[src/rtl/pipe_pkg.sv]
// Shared encodings for the F/D/E/W pipeline: stage-register update codes,
// execute write types and the controller state enum.
package pipe_pkg;

  localparam logic [1:0] UPD_HOLD  = 2'b00;
  localparam logic [1:0] UPD_ADV   = 2'b01;
  localparam logic [1:0] UPD_FLUSH = 2'b10;

  // rw[1] selects the FP register file; 00 means no write.
  localparam logic [1:0] RW_NONE = 2'b00;
  localparam logic [1:0] RW_INT  = 2'b01;
  localparam logic [1:0] RW_FP   = 2'b10;

  typedef enum logic [1:0] {
    RUN,
    WAIT,
    HALT
  } ctrl_state_t;

endpackage

[src/rtl/hazard_detect.sv]
// Combinational RAW compare of the decode sources against the execute destination.
// Integer register 0 is hard-wired and never produces a hazard.
module hazard_detect
  import pipe_pkg::*;
(
  input  logic [5:0] d_rs_i,
  input  logic [5:0] d_rt_i,
  input  logic       d_uses_rs_i,
  input  logic       d_uses_rt_i,
  input  logic [1:0] de_rw_i,
  input  logic [4:0] de_rd_i,
  output logic       raw_hazard_o
);

  logic rs_hit;
  logic rt_hit;

  always_comb begin
    rs_hit = d_uses_rs_i && (de_rw_i[1] == d_rs_i[5]) && (de_rd_i == d_rs_i[4:0]) &&
             !((d_rs_i[5] == 1'b0) && (d_rs_i[4:0] == 5'd0));
    rt_hit = d_uses_rt_i && (de_rw_i[1] == d_rt_i[5]) && (de_rd_i == d_rt_i[4:0]) &&
             !((d_rt_i[5] == 1'b0) && (d_rt_i[4:0] == 5'd0));
    raw_hazard_o = (de_rw_i != RW_NONE) && (rs_hit || rt_hit);
  end

endmodule

[src/rtl/pipeline_ctrl.sv]
// Hazard and sequencing controller: drives the stage-register update codes and PC
// strobes, serialises multi-cycle execute ops, and counts stall cycles.
module pipeline_ctrl
  import pipe_pkg::*;
#(
  parameter int unsigned WAIT_W = 5,
  parameter int unsigned PERF_W = 32
) (
  input  logic              clk,
  input  logic              rstn,
  input  logic [5:0]        d_rs,
  input  logic [5:0]        d_rt,
  input  logic              d_uses_rs,
  input  logic              d_uses_rt,
  input  logic [1:0]        de_rw,
  input  logic [4:0]        de_rd,
  input  logic [WAIT_W-1:0] de_wait_time,
  input  logic              de_redirect,
  input  logic              de_stop,
  input  logic              f_valid,
  output logic [1:0]        fd_update,
  output logic [1:0]        de_update,
  output logic [1:0]        ew_update,
  output logic              pc_en,
  output logic              pc_redirect,
  output logic              halted,
  output logic [PERF_W-1:0] stall_cnt
);

  ctrl_state_t       state_q, state_d;
  logic [WAIT_W-1:0] cnt_q, cnt_d;
  logic [PERF_W-1:0] stall_cnt_q, stall_cnt_d;
  logic              raw_hazard;
  logic              complete;

  hazard_detect u_hazard_detect (
    .d_rs_i       (d_rs),
    .d_rt_i       (d_rt),
    .d_uses_rs_i  (d_uses_rs),
    .d_uses_rt_i  (d_uses_rt),
    .de_rw_i      (de_rw),
    .de_rd_i      (de_rd),
    .raw_hazard_o (raw_hazard)
  );

  // The op in E finishes this cycle: either single-cycle in RUN or the last WAIT cycle.
  assign complete = ((state_q == RUN) && (de_wait_time == '0)) ||
                    ((state_q == WAIT) && (cnt_q <= WAIT_W'(1)));

  always_ff @(posedge clk) begin
    if (!rstn) begin
      state_q     <= RUN;
      cnt_q       <= '0;
      stall_cnt_q <= '0;
    end else begin
      state_q     <= state_d;
      cnt_q       <= cnt_d;
      stall_cnt_q <= stall_cnt_d;
    end
  end

  always_comb begin
    state_d = state_q;
    cnt_d   = cnt_q;
    case (state_q)
      RUN: begin
        if (de_wait_time != '0) begin
          state_d = WAIT;
          cnt_d   = de_wait_time;
        end else if (de_stop) begin
          state_d = HALT;
        end
      end
      WAIT: begin
        if (complete) begin
          cnt_d   = '0;
          state_d = de_stop ? HALT : RUN;
        end else begin
          cnt_d = cnt_q - WAIT_W'(1);
        end
      end
      HALT: ;
      default: begin
        state_d = RUN;
        cnt_d   = '0;
      end
    endcase
  end

  always_comb begin
    fd_update   = UPD_HOLD;
    de_update   = UPD_HOLD;
    ew_update   = UPD_HOLD;
    pc_en       = 1'b0;
    pc_redirect = 1'b0;
    halted      = 1'b0;
    if (rstn) begin
      if (state_q == HALT) begin
        halted = 1'b1;
      end else if (!complete) begin
        ew_update = UPD_FLUSH;
      end else begin
        ew_update = UPD_ADV;
        if (de_stop) begin
          fd_update = UPD_FLUSH;
          de_update = UPD_FLUSH;
        end else if (de_redirect) begin
          fd_update   = UPD_FLUSH;
          de_update   = UPD_FLUSH;
          pc_en       = 1'b1;
          pc_redirect = 1'b1;
        end else if (raw_hazard) begin
          de_update = UPD_FLUSH;
        end else if (!f_valid) begin
          fd_update = UPD_FLUSH;
          de_update = UPD_ADV;
        end else begin
          fd_update = UPD_ADV;
          de_update = UPD_ADV;
          pc_en     = 1'b1;
        end
      end
    end
  end

  always_comb begin
    stall_cnt_d = stall_cnt_q;
    if ((state_q != HALT) && (de_update != UPD_ADV) && (stall_cnt_q != '1)) begin
      stall_cnt_d = stall_cnt_q + PERF_W'(1);
    end
  end

  assign stall_cnt = stall_cnt_q;

endmodule

[config.mk]
export PLATFORM = sky130hd
export DESIGN_NAME = pipeline_ctrl
export DESIGN_NICKNAME = d
export VERILOG_FILES = /design/src/rtl/pipe_pkg.sv /design/src/rtl/hazard_detect.sv /design/src/rtl/pipeline_ctrl.sv
export SDC_FILE = /design/constraint.sdc
export NUM_CORES = 1
export LEC_CHECK = 0
export ABC_AREA = 0
export BUFFER_PORTS_ARGS = -buffer_cell sky130_fd_sc_hd__buf_4
export CORE_MARGIN = 2
export CORE_UTILIZATION = 26
export CTS_CLUSTER_SIZE = 14
export DETAILED_ROUTE_END_ITERATION = 7
export PLACE_DENSITY_LB_ADDON = 0.1
export SLEW_MARGIN = 15
export SYNTH_ARGS = -nofsm -noshare
export SYNTH_HDL_FRONTEND = slang
export SYNTH_SLANG_ARGS = --single-unit
[constraint.sdc]
create_clock -name clk -period 2.7 [get_ports clk]
set_clock_uncertainty 0.15 [all_clocks]
set_input_delay 0.135 -clock clk [delete_from_list [all_inputs] [get_ports clk]]
set_output_delay 0.135 -clock clk [all_outputs]
set_load 0.02 [all_outputs]
==> flow_metrics.tcl <==
set metrics [dict create \
    final_common_cell "buf_4" \
    cts_tree "done" \
    powerDensity_nw_per_um2 391 \
    root_buffer "clkbuf_8" \
    antenna_found_initial 0 \
    vdd_drop_max_mv 0.169 \
    drv_slew 0 \
    syn_to_final_growth_pct 31.3 \
    setup_viol 0 \
    crit_fanout 57 \
    numCtsBuffers 5 \
    postCtsSetupBuffers 0 \
    start_util_pct 27.1 \
    grt_usage_pct 13.4 \
    end_kind "flip-flop" \
    reg2reg_slack_ns 0.23 \
    clockBufferDepth 2 \
    grt_pass1_wl_um 11200 \
    synth_top_family_by_area "simple AND/OR/NAND/NOR gates" \
    core.rowCount 35 \
    clkSinkCount 39 \
    viasPerCell 4.92 \
    min_period_ns 2.57 \
    io-pin-count 72 \
    worstPathCellList "dlygate4sd3_1 > buf_4 > or4_4 > nor3_4 > o211ai_4 > a2111oi_4 > buf_12 > nor4_1 > mux2i_1" \
    synthesis.nets 336 \
    wl_per_cell_um 13.6 \
    worstSetupPathType "in2reg" \
    antenna_left 0 \
    tns_ns 0 \
    fmax_mhz 388 \
    cpPeakStageDelay_ns 0.55 \
    grt_max_degree 58 \
    setup.worst_path.start "de_wait_time[1]" \
    avgSynthCellArea_um2 8.36 \
    netlist_instances 302 \
    synthAdderAreaFrac_pct 1.49 \
    status "completed" \
    required_ns 2.72 \
    die_width_um 103 \
    hold_class "in2reg" \
    layout-drive-gt1-share_pct 26.5 \
    fin_crit_sh_pct 95.4 \
    yosysUniqueCellTypes 48 \
    yosys.area_share.simple_pct 33.4 \
    seq_area_frac_synth_pct 30.9 \
    grt_pass1_vias 2321 \
    drt_iter0_drc 110 \
    slowest_stage "or4_4" \
    crit_path_end "stall_cnt[29]" \
    multi_input_area_um2 1570 \
    fin_ws_ns 0.125 \
    h-tree-depth 2 \
    routed_wirelength_um 6910 \
    relSlewSlack_pct 62.7 \
    dp_slack_ns 0.270 \
    synth_compound_area_share_pct 21.1 \
    first_pass_iters 4 \
    r2r_cells 9 \
    ys.flop_type "dfxtp_1" \
    finalHoldViolations 0 \
    die_y_um 103 \
    synth_area_um2 2530 \
    worstPathArrival_ns 2.60 \
    synthMuxAreaShare_pct 2.77 \
    route.detailed.drc 0 \
    dieArea_um2 10500 \
    synth-edff-count 0 \
    io_buffers 71 \
    overflow 0 \
    rsz0062_at_grt "true" \
    vias 2490 \
    r2r-start "cnt_q[1]" \
    post_cts_resized 0 \
    num-nets-final 410 \
    power_mw 1.30 \
    ys_async_sr_fraction_pct 0 \
    power_leakage_nw 1.19 \
    yosys_warnings 0 \
    cp-start-kind "primary input" \
    synth-seq-cells 39 \
    worst_slew_pin_slew_ns 0.555 \
    drv_cap 0 \
    core_um2 9330 \
    clk_latency_ns 0.29 \
    fillCellCount 1012 \
    n_antenna_cell 0 \
    seq_area_um2 781 \
    r2r_end "stall_cnt[12]" \
    hpwl_um 5000 \
    path_clk_slew_ns 0.08 \
    gp_congestion 0.708 \
    layout_common_cells "79 x buf_4, 39 x dfxtp_1, 35 x a21oi_1" \
    synth_xor_area_share_pct 3.47 \
]
==> per-layer routing <==
layer / global-route usage, % / vias up / wire length, µm
li1: - / 1296 / -
met1: 18.1 / 1152 / 3350
met2: 22.0 / 37 / 3280
met3: 2.58 / 5 / 205
met4: 3.69 / 0 / 73
met5: 0 / - / 0
==> power by group <==
group	switching, mW	internal [mW]
clock	0.213	0.182
combinational	0.152	0.132
sequential	0.0219	0.597
==> how the worst min path moves through the flow <==
stage,start,endpoint,cells after the start
floorplan,de_wait_time[1],cnt_q[1],2
global placement,de_wait_time[1],cnt_q[1],3
detailed placement,de_wait_time[1],cnt_q[1],3
CTS,de_stop,state_q[1],4
global route,rstn,stall_cnt[26],3
finish,de_stop,state_q[1],4
==> stage by stage <==
step	util (%)	std cells	instance area, µm²	hold slack (ns)
final	35.6	506	3320	0.0673
after global routing	35.6	506	3320	0.0796
after CTS	35.6	506	3320	0.0643
after detailed placement	34.2	493	3190	0.252
after global placement	34.2	493	3190	0.246
after floorplan	-	302	2530	0.140
==> repair_timing <==
| action | CTS | global route |
|---|---|---|
| endpoints found under the setup margin | 0 | 1 |
| endpoints found under the hold margin | 5 | 0 |
| hold buffers | 5 | 0 |
==> Yosys cell counts (2+ instances only) <==
cell type | n | area [µm²]
buf_2 | 2 | 10.0
a221oi_1 | 3 | 26.3
and2_1 | 6 | 37.5
nand3_1 | 16 | 80.1
nor2b_1 | 2 | 12.5
dfxtp_1 | 39 | 781
inv_1 | 10 | 37.5
buf_6 | 6 | 67.6
and3_1 | 3 | 18.8
nor2_1 | 17 | 63.8
ha_1 | 3 | 37.5
nor4_1 | 4 | 25.0
or4_1 | 24 | 180
nor3b_1 | 4 | 30.0
o21ai_0 | 4 | 20.0
nor4_2 | 5 | 62.6
nand4_1 | 7 | 43.8
a21oi_1 | 35 | 175
xnor2_1 | 7 | 61.3
or3_1 | 4 | 25.0
nor3_1 | 6 | 30.0
o21bai_1 | 2 | 15.0
nand2b_1 | 9 | 56.3
clkbuf_1 | 10 | 37.5
o31ai_1 | 23 | 173
xor2_1 | 3 | 26.3
and4_1 | 4 | 35.0
nand2_1 | 18 | 67.6
mux2i_1 | 7 | 70.1
==> critical path, delay by kind of cell <==
kind	cells	cell delay, ns
mux	1	0.12
compound gates	2	0.47
buf+inv	3	0.96
simple gates	3	0.88
==> sequential cells by signal (all words and copies together) (netlist names) <==
name       count
cnt_q          5
stall_cnt     32
state_q        2
==> layout make-up <==
type	count	area share [%]
repair buffers	86	20.6
flip-flops and latches	39	23.5
clock buffers	7	2.30
multi-input cells	234	47.4
clock inverters	1	0.151
inverters	10	1.13
well taps	129	4.87
==> cell families after synthesis <==
logic type,Yosys count
flip-flops,39
multiplexers,7
AO/OA/AOI/OAI,78
XOR/XNOR,10
adder cells (fa/ha/maj),3
buffers and inverters,29
AND/OR/NAND/NOR,136
Note: power is estimated with default switching activity, not from simulation.
